### src/rtl/motor_speed_pi.sv
// motor_speed_pi: sampled shift-gain PI speed regulator with registered duty and 256-step PWM.
// Optional per-update duty slew limiting is enabled with `define SPEED_PI_SLEW_EN.
module motor_speed_pi #(
  parameter int unsigned SAMPLE_DIV = 1000,
  parameter int unsigned KP_SHIFT   = 1,
  parameter int unsigned KI_SHIFT   = 4,
  parameter int unsigned INT_LIM    = 4095,
  parameter int unsigned SLEW       = 4
) (
  input  logic       cclk,
  input  logic       rstb,
  input  logic       enable,
  input  logic [7:0] setpoint,
  input  logic [7:0] rpm,
  output logic [7:0] duty,
  output logic       pwm,
  output logic       sat,
  output logic       upd
);

  localparam int unsigned CNT_W = $clog2(SAMPLE_DIV);
  localparam int unsigned ERR_W = 9;
  localparam int unsigned INT_W = 16;
  localparam int unsigned U_W   = 17;
  localparam int unsigned PWM_W = 8;

  localparam logic [CNT_W-1:0]        CNT_LAST = CNT_W'(SAMPLE_DIV - 1);
  localparam logic signed [U_W-1:0]   LIM_P    = U_W'(INT_LIM);
  localparam logic signed [U_W-1:0]   LIM_N    = -LIM_P;
  localparam logic signed [U_W-1:0]   U_ZERO   = U_W'(0);
  localparam logic signed [U_W-1:0]   U_MAX    = U_W'(255);
  localparam logic signed [ERR_W-1:0] ERR_ZERO = ERR_W'(0);
  localparam logic [7:0]              SLEW_D   = 8'(SLEW);

`ifdef SPEED_PI_SLEW_EN
  localparam bit SLEW_ON = 1'b1;
`else
  localparam bit SLEW_ON = 1'b0;
`endif

  typedef enum logic [1:0] {
    IDLE   = 2'd0,
    SAMPLE = 2'd1,
    CALC   = 2'd2,
    UPDATE = 2'd3
  } state_t;

  state_t                    state;
  state_t                    state_nxt;
  logic                      latch_c;
  logic                      calc_c;

  logic [CNT_W-1:0]          sample_cnt;
  logic signed [ERR_W-1:0]   err_q;
  logic signed [INT_W-1:0]   integ;

  logic signed [U_W-1:0]     err_ext_c;
  logic signed [U_W-1:0]     p_c;
  logic signed [U_W-1:0]     i_c;
  logic signed [U_W-1:0]     u_c;
  logic signed [U_W-1:0]     sum_c;
  logic signed [U_W-1:0]     sum_lim_c;
  logic signed [INT_W-1:0]   integ_nxt_c;
  logic                      hold_c;
  logic                      sat_c;
  logic [7:0]                u_duty_c;
  logic [7:0]                duty_new_c;

  logic [PWM_W-1:0]          pwm_cnt;
  logic [PWM_W-1:0]          cnt_nxt_c;
  logic [7:0]                duty_cmp;
  logic [7:0]                cmp_nxt_c;
  logic                      pwm_c;

  // Control FSM state register; disable behaves like reset for the loop.
  always_ff @(posedge cclk) begin
    if (rstb || !enable) begin
      state <= IDLE;
    end else begin
      state <= state_nxt;
    end
  end

  // Next-state and per-state strobes.
  always_comb begin
    state_nxt = state;
    latch_c   = 1'b0;
    calc_c    = 1'b0;
    case (state)
      IDLE: begin
        if (sample_cnt == CNT_LAST) state_nxt = SAMPLE;
      end
      SAMPLE: begin
        latch_c   = 1'b1;
        state_nxt = CALC;
      end
      CALC: begin
        calc_c    = 1'b1;
        state_nxt = UPDATE;
      end
      UPDATE: begin
        state_nxt = IDLE;
      end
      default: state_nxt = IDLE;
    endcase
  end

  // PI law, integrator clamp, anti-windup and output clamp/slew.
  always_comb begin
    err_ext_c = U_W'(err_q);
    p_c       = err_ext_c <<< KP_SHIFT;
    i_c       = U_W'(integ >>> KI_SHIFT);
    u_c       = p_c + i_c;

    sum_c     = U_W'(integ) + err_ext_c;
    sum_lim_c = sum_c;
    if (sum_c > LIM_P) begin
      sum_lim_c = LIM_P;
    end else if (sum_c < LIM_N) begin
      sum_lim_c = LIM_N;
    end
    integ_nxt_c = INT_W'(sum_lim_c);

    hold_c = ((u_c > U_MAX) && (err_q > ERR_ZERO)) ||
             ((u_c < U_ZERO) && (err_q < ERR_ZERO));
    sat_c  = (u_c < U_ZERO) || (u_c > U_MAX);

    if (u_c < U_ZERO) begin
      u_duty_c = 8'd0;
    end else if (u_c > U_MAX) begin
      u_duty_c = 8'd255;
    end else begin
      u_duty_c = u_c[7:0];
    end

    duty_new_c = u_duty_c;
    if (SLEW_ON && (u_duty_c > duty) && ((u_duty_c - duty) > SLEW_D)) begin
      duty_new_c = duty + SLEW_D;
    end else if (SLEW_ON && (duty > u_duty_c) && ((duty - u_duty_c) > SLEW_D)) begin
      duty_new_c = duty - SLEW_D;
    end
  end

  // Sample timer, error latch, integrator and registered duty/status.
  always_ff @(posedge cclk) begin
    if (rstb || !enable) begin
      sample_cnt <= '0;
      err_q      <= '0;
      integ      <= '0;
      duty       <= '0;
      sat        <= 1'b0;
      upd        <= 1'b0;
    end else begin
      sample_cnt <= (sample_cnt == CNT_LAST) ? '0 : sample_cnt + CNT_W'(1);
      upd        <= calc_c;
      if (latch_c) begin
        err_q <= {1'b0, setpoint} - {1'b0, rpm};
      end
      if (calc_c) begin
        duty <= duty_new_c;
        sat  <= sat_c;
        if (!hold_c) integ <= integ_nxt_c;
      end
    end
  end

  // Compare register only reloads at the period boundary so a period never glitches.
  always_comb begin
    cnt_nxt_c = pwm_cnt + PWM_W'(1);
    cmp_nxt_c = duty_cmp;
    if (!enable) begin
      cmp_nxt_c = 8'd0;
    end else if (pwm_cnt == {PWM_W{1'b1}}) begin
      cmp_nxt_c = duty;
    end
    pwm_c = enable && (cnt_nxt_c < cmp_nxt_c);
  end

  // Free-running PWM counter; pwm is registered against the counter value it accompanies.
  always_ff @(posedge cclk) begin
    if (rstb) begin
      pwm_cnt  <= '0;
      duty_cmp <= '0;
      pwm      <= 1'b0;
    end else begin
      pwm_cnt  <= cnt_nxt_c;
      duty_cmp <= cmp_nxt_c;
      pwm      <= pwm_c;
    end
  end

endmodule

### config.mk
export PLATFORM = sky130hd
export DESIGN_NAME = motor_speed_pi
export DESIGN_NICKNAME = d
export VERILOG_FILES = /design/src/rtl/motor_speed_pi.sv
export SDC_FILE = /design/constraint.sdc
export NUM_CORES = 1
export LEC_CHECK = 0
export BUFFER_PORTS_ARGS = -buffer_cell sky130_fd_sc_hd__buf_2
export CAP_MARGIN = 25
export CELL_PAD_IN_SITES_DETAIL_PLACEMENT = 1
export CELL_PAD_IN_SITES_GLOBAL_PLACEMENT = 1
export CORE_UTILIZATION = 43
export CTS_BUF_LIST = sky130_fd_sc_hd__clkbuf_4
export DETAILED_ROUTE_END_ITERATION = 7
export PLACE_DENSITY_LB_ADDON = 0.1
export SYNTH_ARGS = -nofsm -noshare
export SYNTH_HDL_FRONTEND = slang
export SYNTH_SLANG_ARGS = --single-unit
### constraint.sdc
create_clock -name cclk -period 3.1 [get_ports cclk]
set_clock_uncertainty 0.15 [all_clocks]
set_input_delay 0.465 -clock cclk [delete_from_list [all_inputs] [get_ports cclk]]
set_output_delay 0.465 -clock cclk [all_outputs]
set_load 0.1 [all_outputs]
Yosys cells after proc, flatten, opt, wreduce, memory -nomap -nowiden:

Index checks and enable logic that the tools add are counted.

* bitwise logic cells: 1
* divide/modulo/power cells: 0
* order comparisons: 7
* $mul: 0
* equality and inequality tests: 6
* reductions and logical operators: 10
* mux-type cells: 10
* shifts and indexed selects: 0
* add/subtract/negate cells: 5

Operator list (count)
* two-way mux 16 bit: 2
* two-way mux 8 bit: 4
* adder 16 x 9 -> 17 bit: 1
* > comparator 17 x 13 -> 1 bit, second input constant: 1
* less-than comparator 17 x 13 -> 1 bit, second input constant: 1
* adder 10 x 12 -> 13 bit: 1
* > comparator 13 x 9 -> 1 bit, second input constant: 1
* less-than comparator 13 x 1 -> 1 bit, second input constant: 1
* adder 10 x 1 -> 10 bit, second input constant: 1
* equality test 10 bit, second input constant: 1
* > comparator 9 x 1 -> 1 bit, second input constant: 1
* less-than comparator 9 x 1 -> 1 bit, second input constant: 1
* subtractor 8 x 8 -> 9 bit: 1
* adder 8 x 1 -> 8 bit, second input constant: 1
* equality test 8 bit, second input constant: 1
* less-than comparator 8 bit: 1
* case mux 2 bit (4 select lines): 1
* equality test 2 bit, second input constant: 2
* logical AND 1 bit: 3
* logical OR 1 bit: 3
* equality test 2 x 1 -> 1 bit, second input constant: 1
* logical NOT 2 bit: 1
* two-way mux 1 bit: 2
* two-way mux 2 bit: 1
* other kinds (5): 5

* word-level logic and storage cells: 49
* memories: 0
* register bits: 64
* memory bits (writable): 0
* bits in latches: 0
* input port bits: 19
* bits in read-only memories: 0

Depth between registers and ports, before layout:

Gate-level depths: netlist (run 1).

* depth after elaboration: 6
* gate-level depth with buffers: 12
* gate-level depth less buffers: 11

Least setup slack after synthesis (run 1):

Ideal clock, no wire load.

* path kind: reg-to-reg
* start point: register err_q[0]
* end point: register integ[3]
* data arrival time: 2606 ps
* stages on the path, launching flop included: 12
* setup time: 135 ps
* path slack: 209 ps
* buffers on the path: 0
* path through: dfxtp_1 -> ha_1 -> inv_1 -> fa_1 -> and2b_1 -> o2111ai_1 -> and3_1 -> o31a_2 -> nor4_1 -> nand4_1 -> a21boi_2 -> o22ai_2

* cells in the longest elaborated chain, start to end: 6
* elaborated cells on any way between the ends: 15

Ends and longest elaborated chain
* start, declared: line 54 `logic signed [ERR_W-1:0] err_q;`
* start signal, assigned: line 157 `err_q <= {1'b0, setpoint} - {1'b0, rpm};`
* branches (longest 6 deep; another with adder 16 x 9 -> 17 bit)
* end signal, assigned: line 162 `if (!hold_c) integ <= integ_nxt_c;`
* end, declared: line 55 `logic signed [INT_W-1:0] integ;`

Parallel ways; which one is timed is not known.
A chain may end at the register's enable or synchronous reset.

Worst setup path in the final report (run 1):

* start point: register err_q[1]
* end point: register integ[0]

Same word-level chain as after synthesis.

==> results of run 1 <==
==> sequential cells by signal, summed over array words and instances, names as in the netlist <==
name        count
duty_cmp        8
integ          16
duty            8
sat             1
pwm             1
state           2
upd             1
pwm_cnt         8
sample_cnt     10
err_q           9
==> worst max path at each step <==
| stage | startpoint | slack (ps) | cells after the start | endpoint |
|---|---|---|---|---|
| 2_1_floorplan | err_q[0] | 210 | 11 | integ[3] |
| 3_3_place_gp | integ[5] | -30 | 11 | integ[0] |
| 3_5_place_dp | err_q[0] | -190 | 11 | integ[2] |
| 4_1_cts | err_q[0] | 5 | 13 | integ[2] |
| 5_1_grt | err_q[4] | -2 | 11 | integ[9] |
| 6_report | err_q[1] | 120 | 11 | integ[0] |
==> repair_timing <==
item	in CTS	in global routing
gates cloned	0	1
endpoints found under the setup margin	10	18
pin swaps	3	10
resized for setup	4	22
buffers inserted	2	5
==> logic make-up after synthesis <==
kind of cell | after synthesis
flops | 64
simple gates | 166
fa+ha+maj | 48
compound gates | 161
mux | 15
xor+xnor | 32
buf+inv | 48
==> power groups by stage <==
| stage | logic (W) | clock network [W] | registers (W) |
|---|---|---|---|
| after floorplan | 0.0000685 | 0 | 0.000857 |
| after global placement | 0.000112 | 0 | 0.000850 |
| after detailed placement | 0.000117 | 0 | 0.000850 |
| after CTS | 0.000117 | 0.000474 | 0.000831 |
| after global routing | 0.000130 | 0.000514 | 0.000832 |
| final | 0.000115 | 0.000459 | 0.000831 |
==> per-layer routing <==
layer	track usage, %	up-vias	wire [um]
li1	-	2036	-
met1	30.8	1974	5940
met2	40.7	61	6000
met3	4.28	25	336
met4	10.7	0	377
met5	0	-	0
==> worst reg2reg max path: stages, from the launching register on <==
cell and delay [ps]:
dfxtp_1 350, buf_4 150, ha_1 300, a211oi_1 270, o21bai_1 160, o21ai_0 330, mux2i_1 300, a31oi_1 150
nor2_1 190, buf_12 190, and4_1 260, nor3_1 70
==> synth_stat cells, drive strengths merged, types with 7 or more instances <==
cell type | count | area [sq um]
a211oi | 8 | 60.1
a21o | 10 | 76.3
a21oi | 38 | 194
buf | 7 | 43.8
clkbuf | 11 | 51.3
dfxtp | 64 | 1280
ha | 45 | 563
inv | 30 | 113
mux2 | 7 | 78.8
mux2i | 8 | 80.1
nand2 | 31 | 116
nand2b | 11 | 68.8
nand3 | 14 | 70.1
nor2 | 44 | 165
nor2b | 14 | 87.6
nor3 | 12 | 65.1
o211ai | 11 | 82.6
o21a | 13 | 97.6
o21ai | 36 | 180
o21bai | 7 | 52.6
o22ai | 12 | 81.3
xnor2 | 23 | 201
xor2 | 9 | 78.8
==> layout make-up <==
cell class | count | area (sq um) | share of cell area (%)
clock inverters | 5 | 26.3 | 0.511
repair buffers | 64 | 440 | 8.56
clock buffers | 9 | 67.6 | 1.31
well taps | 133 | 166 | 3.23
flip-flops and latches | 64 | 1280 | 25.0
multi-input cells | 422 | 3050 | 59.2
inverters | 30 | 113 | 2.19
==> stage by stage <==
stage	setup slack (ps)	hold WS (ps)	TNS [ps]	power, W
2_1_floorplan	209	263	0	0.000926
3_3_place_gp	-31.3	278	-104	0.000962
3_5_place_dp	-187	289	-1310	0.000966
4_1_cts	5.32	214	0	0.00142
5_1_grt	-2.48	210	-3.44	0.00148
6_report	122	231	0	0.00141
==> impl_metrics.csv, run 1 <==
group,metric,value,unit
grt,grt_pass1_vias,4204,
cts,tritoncts,"done",
floorplan,dieWidth,104,um
grt,grt_use_total,24.4,%
layout,layout.nets,658,
critical_path,r2r-start,"err_q[1]",
timing,hold_viol,0,
power_and_ir_drop,seq_power_share,59.1,%
timing,fmax,336,MHz
timing,fin_crit_sh,96.1,%
route,drcViolationCount,0,
power_and_ir_drop,p_comb_share,8.2,%
timing,slew_headroom,61.3,%
timing,tightest_slew,581,ps
route,drt-total-wl,12700,um
critical_path,crit_slowest_cell,"dfxtp_1",
cts,cts-htree-levels,3,
layout,final_cells,727,
layout,area_delta_synth_final,15.7,%
power_and_ir_drop,p_int,0.00102,W
logic_synthesis,synth_compound_area_share,23.6,%
timing,slew_violations,0,
logic_synthesis,syn_area,0.00445,sq mm
logic_synthesis,ys_warn_count,0,
floorplan,dieArea,0.0108,sq mm
layout,final_common_cell,"dfxtp_1",
logic_synthesis,synth_cells,534,
worst_hold_path,worstHoldEndpoint,"err_q[0]",
floorplan,core_region_area,0.00991,sq mm
place,io_buffers,29,
route,vias,4096,
grt,grt_max_degree,27,
grt,antenna_found_initial,0,
run,drv_cap,0,
logic_synthesis,synth_top_family_by_area,"compound AO/OA/AOI/OAI gates",
power_and_ir_drop,power.density,273,mW/mm^2
route,drtAntennaViolNets,0,
power_and_ir_drop,ir_drop,0.000153,V
logic_synthesis,ys_seq_elements,64,
critical_path,cp-start-kind,"flip-flop",
critical_path,path_cells,"buf_4 > ha_1 > a211oi_1 > o21bai_1 > o21ai_0 > mux2i_1 > a31oi_1 > nor2_1 > buf_12 > and4_1 > nor3_1",
route,dr.pass1.iters,4,
layout,postLayoutCoreUtil,51.9,%
critical_path,endpoint_kind,"flip-flop",
critical_path,crit_required,3250,ps
floorplan,start_util,44.9,%
route,wl_per_cell,17.4,um
timing,setup_viol,0,
critical_path,cpLargestDelayFamily,"compound AO/OA/AOI/OAI gates",
place,placed_area,0.00488,sq mm
worst_hold_path,worstHoldStart,"rpm[0]",
timing,fin_crit,2980,ps
place,dp_cells,705,
logic_synthesis,synth_flop_cell,"dfxtp_1",
cts,clock_latency,420,ps
floorplan,io_pins,30,
logic_synthesis,yosysSeqAreaShare,28.8,%
logic_synthesis,post_synth_xor_area_fraction,6.30,%
power_and_ir_drop,p_sw,0.000382,W
cts,cts_root_buf,"clkbuf_4",
logic_synthesis,synthSimpleGateAreaFrac,19.0,%
critical_path,rr_endpoint,"integ[0]",
logic_synthesis,yosys-mux-area-fraction,3.57,%
power_and_ir_drop,swShare,27.2,%
floorplan,die_h,104,um
layout,fin_area,0.00514,sq mm
logic_synthesis,synth-edff-count,0,
logic_synthesis,yosys.area_share.adder,14.0,%
critical_path,ff2ff_path_depth,11,
floorplan,std_cell_rows,36,
logic_synthesis,synth_cell_types,61,
critical_path,crit_buf_inv,2,
worst_hold_path,hold-path-cell-count,3,
critical_path,cpPeakStageDelay,350,ps
grt,grt_first_pass_wirelength,21100,um
layout,fillers,1254,
route,drt-initial-drc-count,176,
critical_path,critPathArrivalTime,3120,ps
logic_synthesis,syn_area_per_cell,8.33,sq um
cts,clock_sinks,64,
layout,num_antenna_cells,0,
critical_path,path_max_fanout,25,
outcome,status,"completed",
power_and_ir_drop,power_frac_clock,32.7,%
layout,layout_common_cells,"dfxtp_1, nor2_1, ha_1",
power_and_ir_drop,leakagePower,2.29,nW
place,dp_hpwl,9780,um
route,viasPerCell,5.63,
logic_synthesis,async_flop_share,0,%
place,place.gp.congestion,0.846,
logic_synthesis,synth.net_count,601,
critical_path,r2r_setup_slack,120,ps
worst_hold_path,hold_class,"input pin to flip-flop",
grt,overflow,0,
cts,clk_path_buf_depth,2,
cts,cts-buffers-inserted,9,
cts,clk_pin_slew_worst_paths,100,ps
layout,drive_gt1_share,19.4,%
critical_path,worstSetupPathType,"flip-flop to flip-flop",
cts,cts-hold-fix-buffers,0,
(Power assumes the default switching activity.)
==> run 2: changes to the inputs <==
==> constraint.sdc (replaced) <==
create_clock -name cclk -period 2.7 [get_ports cclk]
set_clock_uncertainty 0.15 [all_clocks]
set_input_delay 0.27 -clock cclk [delete_from_list [all_inputs] [get_ports cclk]]
set_output_delay 0.27 -clock cclk [all_outputs]
set_load 0.1 [all_outputs]
==> run 2 against run 1 <==
Global-route usage rose by 2.8 points. Sequential power rose by 15%. Highest routed layer unchanged. Cell area rose by 15%. Routed wire length rose by 22%. Worst hold slack got worse by 200 ps. Critical endpoint unchanged. Maximum frequency rose by 2.9%. Non-clock buffer count rose by 58. The run now ends with setup timing left. Combinational power rose by 27%. Via count rose by 12%. Worst setup slack got worse by 320 ps. Clock-buffer cell count rose by 1.
==> impl_metrics.csv, run 2 (synthesis gave the netlist of run 1 again) <==
group,metric,value,unit
layout,largest-register,"integ",
floorplan,start_util,44.9,%
critical_path,ff2ff_path_depth,9,
outcome,violations,"setup timing",
route,dr.pass1.iters,4,
cts,clk_pin_slew_worst_paths,120,ps
critical_path,endpoint_kind,"flip-flop",
layout,fillers,1197,
timing,rsz0062_at_grt,"true",
cts,clk_path_buf_depth,2,
route,vias,4574,
cts,tritoncts,"done",
power_and_ir_drop,power.density,314,mW/mm^2
timing,hold_viol,0,
critical_path,worstSetupEndpoint,"integ[0]",
timing,setup_slack,-194,ps
grt,overflow,0,
grt,grt_pass1_vias,4767,
layout,layout.nets,717,
floorplan,dieWidth,104,um
grt,grt_max_degree,25,
route,drcViolationCount,0,
timing,tightest_slew,761,ps
layout,drive_gt1_share,32.7,%
floorplan,dieArea,0.0108,sq mm
place,dp_slack,-301,ps
floorplan,io_pins,30,
route,drt-initial-drc-count,159,
power_and_ir_drop,leakagePower,2.66,nW
route,drtAntennaViolNets,0,
power_and_ir_drop,ir_drop,0.000212,V
cts,clock_latency,430,ps
timing,slew_violations,0,
power_and_ir_drop,p_comb_share,7.8,%
timing,fin_crit_sh,107,%
grt,antenna_found_initial,0,
floorplan,core_region_area,0.00991,sq mm
place,dp_hpwl,10500,um
critical_path,cp-start-kind,"flip-flop",
critical_path,cp-startpoint,"err_q[7]",
run,drv_cap,0,
layout,final_common_cell,"buf_4",
grt,grt_first_pass_wirelength,23500,um
power_and_ir_drop,swShare,25.1,%
critical_path,critPathArrivalTime,3060,ps
layout,area_delta_synth_final,33.0,%
layout,reg_top3,"integ x16, sample_cnt x10, err_q x9",
place,place.gp.congestion,0.865,
timing,fin_crit,2890,ps
power_and_ir_drop,p_int,0.00139,W
layout,layout_common_cells,"buf_4, dfxtp_1, nor2_1, ha_1",
power_and_ir_drop,seq_power_share,51.4,%
critical_path,worstSetupPathType,"flip-flop to flip-flop",
layout,num_antenna_cells,0,
cts,cts-htree-levels,3,
route,drt-total-wl,15500,um
critical_path,crit_required,2870,ps
route,viasPerCell,5.81,
critical_path,r2r_setup_slack,-190,ps
cts,clock_sinks,64,
floorplan,std_cell_rows,36,
timing,slew_headroom,49.3,%
power_and_ir_drop,p_sw,0.000466,W
outcome,status,"finished with violations",
power_and_ir_drop,finalPower,0.00186,W
timing,fmax,346,MHz
cts,cts_root_buf,"clkbuf_4",
grt,grt_use_total,27.2,%
worst_hold_path,hold_class,"input pin to flip-flop",
place,io_buffers,29,
route,wl_per_cell,19.7,um
floorplan,die_h,104,um
timing,setup_viol,20,
layout,largest_register_ffs,16,
critical_path,path_max_fanout,5,
power_and_ir_drop,power_frac_clock,40.8,%
critical_path,r2r-start,"err_q[7]",
cts,cts-buffers-inserted,9,
critical_path,rr_endpoint,"integ[0]",
run 2: cell type report:
cell class                      count  area [sq um]  share of cell area, %
Inverter                           30           113                   1.90
Clock buffer                       10          75.1                   1.27
Timing Repair Buffer              122           900                   15.2
Sequential cell                    64          1300                   21.9
Clock inverter                      5          81.3                   1.38
Multi-Input combinational cell    423          3280                   55.5
Tap cell                          133           166                   2.81
run 2: worst max-delay path, cell delays in order, from the launching register on:
cell,delay (ps)
dfxtp_1,500
ha_1,330
and2_1,190
a21o_1,210
a31oi_4,250
a41oi_2,240
xnor2_1,300
and4_4,330
and4_1,250
nor3_2,60
run 2: layer usage:
layer / routed length (um) / GRT usage [%] / share of wire [%] / vias to the layer above
met5: 0 / 0 / 0 / -
met4: 430 / 9.49 / 2.8 / 0
met3: 494 / 5.92 / 3.2 / 38
met2: 7920 / 48.7 / 51 / 113
met1: 6630 / 31.9 / 43 / 2261
li1: - / - / - / 2162
run 2: power groups by stage:
stage / Sequential [W] / Clock (W) / Combinational, W
6_report: 0.000954 / 0.000758 / 0.000146
5_1_grt: 0.000955 / 0.000806 / 0.000162
4_1_cts: 0.000954 / 0.000754 / 0.000141
3_5_place_dp: 0.000976 / 0 / 0.000139
3_3_place_gp: 0.000975 / 0 / 0.000132
2_1_floorplan: 0.000984 / 0 / 0.0000787
run 2: through the flow:
step / TNS (ps) / hold WS [ps] / util (%) / std cells / instance area (sq um)
floorplan: 0 / 192 / - / 534 / 4470
global placement: -2710 / 276 / 53.5 / 756 / 5310
detailed placement: -3560 / 312 / 53.5 / 756 / 5310
CTS: -1180 / 19.3 / 57.8 / 785 / 5730
global route: -3840 / 15.8 / 59.7 / 787 / 5910
finish: -2020 / 31.5 / 59.7 / 787 / 5910
run 2: worst min-delay path by stage:
stage                               end  slack [ps]           from  depth (start not counted)
after floorplan              pwm_cnt[1]         190           rstb                          1
after global placement    sample_cnt[0]         280  sample_cnt[0]                          1
after detailed placement  sample_cnt[0]         310  sample_cnt[0]                          1
after CTS                      err_q[0]          20         rpm[0]                          3
after global routing           err_q[0]          20         rpm[0]                          3
final                          err_q[0]          30         rpm[0]                          3
run 2: timing repair:
item | in CTS | in global routing
setup buffers | 13 | 2
cloned | 2 | 0
pin swaps | 8 | 13
setup endpoints to repair | 21 | 25
gates resized for setup | 41 | 38
hold buffers | 0 | 0
==> run 3: changes to the inputs <==
==> constraint.sdc (replaced) <==
create_clock -name cclk -period 2.6 [get_ports cclk]
set_clock_uncertainty 0.15 [all_clocks]
set_input_delay 0.26 -clock cclk [delete_from_list [all_inputs] [get_ports cclk]]
set_output_delay 0.26 -clock cclk [all_outputs]
set_load 0.1 [all_outputs]
==> run 3 against run 2 <==
The run still ends with setup timing left. Maximum frequency shrank 3.8%. Sequential share of layout area is 0.32 points lower. Clock power is 21% lower. First-iteration DRC count increased by 60%. Utilization up 1.2 points. Critical path type unchanged. Critical endpoint unchanged.
==> impl_metrics.csv, run 3 (synthesis gave the netlist of run 1 again) <==
group,metric,value,unit
power_and_ir_drop,leakagePower,2.73,nW
floorplan,dieWidth,104,um
cts,clock_latency,440,ps
grt,grt_first_pass_wirelength,24300,um
floorplan,start_util,44.9,%
timing,hold_viol,0,
layout,layout_common_cells,"buf_4, dfxtp_1, nor2_1",
route,drtAntennaViolNets,0,
outcome,status,"finished with violations",
critical_path,path_max_fanout,3,
place,placed_area,0.00544,sq mm
timing,fin_crit,3010,ps
place,dp_cells,773,
layout,area_delta_synth_final,35.6,%
grt,grt_max_degree,25,
run,drv_cap,0,
floorplan,core_region_area,0.00991,sq mm
layout,layout.nets,733,
route,vias,4651,
timing,fmax,333,MHz
layout,drive_gt1_share,35.5,%
worst_hold_path,hold_class,"input pin to flip-flop",
timing,tightest_slew,728,ps
grt,grt_pass1_vias,4968,
route,wl_per_cell,20.1,um
layout,largest_register_ffs,16,
timing,fin_crit_sh,116,%
grt,antenna_found_initial,0,
floorplan,io_pins,30,
place,dp_slack,-398,ps
cts,cts-buffers-inserted,9,
power_and_ir_drop,power.density,289,mW/mm^2
layout,final_cells,804,
place,io_buffers,29,
layout,final_common_cell,"buf_4",
power_and_ir_drop,ir_drop,0.000184,V
route,dr.pass1.iters,5,
critical_path,cp-start-kind,"flip-flop",
critical_path,crit_required,2760,ps
layout,reg_top3,"integ x16, sample_cnt x10, err_q x9",
cts,clk_path_buf_depth,2,
route,drcViolationCount,0,
cts,tritoncts,"done",
timing,setup_slack,-407,ps
layout,fillers,1194,
grt,overflow,0,
grt,grt_use_total,28.4,%
critical_path,worstSetupPathType,"flip-flop to flip-flop",
cts,cts-hold-fix-buffers,0,
timing,whs,27.1,ps
timing,slew_headroom,51.4,%
route,drt-total-wl,16200,um
timing,setup_viol,25,
cts,clk_pin_slew_worst_paths,130,ps
critical_path,r2r_setup_slack,-410,ps
route,viasPerCell,5.78,
route,drt-initial-drc-count,254,
cts,clock_sinks,64,
timing,slew_violations,0,
cts,cts_root_buf,"clkbuf_4",
layout,fin_area,0.00603,sq mm
timing,rsz0062_at_grt,"true",
outcome,violations,"setup timing",
cts,cts-htree-levels,3,
layout,postLayoutCoreUtil,60.9,%
critical_path,endpoint_kind,"flip-flop",
floorplan,dieArea,0.0108,sq mm
layout,largest-register,"integ",
critical_path,critPathArrivalTime,3170,ps
place,place.gp.congestion,0.888,
floorplan,std_cell_rows,36,
place,dp_hpwl,11100,um
floorplan,die_h,104,um
run 3: cell types whose count changed in the layout (fill, tap and decap cells not counted), sizes merged:
cell,delta
bufinv,-2
diode,+1
buf,+16
clkinv,+2
inv,-1
clkinvlp,+1
run 3: what timing repair did:
item	in CTS	in global routing
endpoints found under the setup margin	24	26
pin swaps	23	13
resized for setup	45	37
setup buffers	8	6
cloned	1	0
run 3: layout make-up:
class                   instances  area (sq um)  area share, %
inverters                      30           113           1.87
well taps                     133           166           2.76
clock inverters                 5          35.0          0.581
clock buffers                  10          75.1           1.24
diodes                          1          2.50         0.0415
repair buffers                138          1000           16.6
multi-input cells             423          3330           55.2
flip-flops and latches         64          1300           21.6
run 3: metal layers:
| metal | share of wire [%] | GRT usage (%) | up-vias |
|---|---|---|---|
| li1 | - | - | 2196 |
| met1 | 41 | 31.9 | 2295 |
| met4 | 4.0 | 10.5 | 0 |
| met3 | 3.9 | 5.85 | 44 |
| met5 | 0 | 0 | - |
| met2 | 52 | 52.4 | 116 |
run 3: critical path, cell delays in order (launching register included):
cell and delay, ps:
dfxtp_4 390, ha_4 140, inv_2 40, fa_2 370, and2b_2 310, o2111ai_4 150
and3_4 190, nor4_1 450, nor4_4 120, nand4_1 160, buf_6 130, and4_1 230
nor3_2 50
run 3: where the power goes:
part           internal [W]  total (W)  switching, W
Clock              0.000202   0.000599      0.000397
Combinational     0.0000653   0.000158     0.0000930
Sequential         0.000984   0.000989    0.00000454
run 3: through the flow:
step | total power [W] | TNS [ps]
2_1_floorplan | 0.00110 | -543
3_3_place_gp | 0.00115 | -4110
3_5_place_dp | 0.00116 | -5430
4_1_cts | 0.00175 | -2830
5_1_grt | 0.00180 | -9560
6_report | 0.00175 | -7120
run 3: worst paths after layout:
| check | start | to | cells past startpoint |
|---|---|---|---|
| worst min-delay path | enable | duty_cmp[5] | 3 |
| worst max-delay path | err_q[0] | integ[0] | 12 |
| worst min register to register | sample_cnt[0] | sample_cnt[0] | 1 |
| worst max register to register | err_q[0] | integ[0] | 12 |
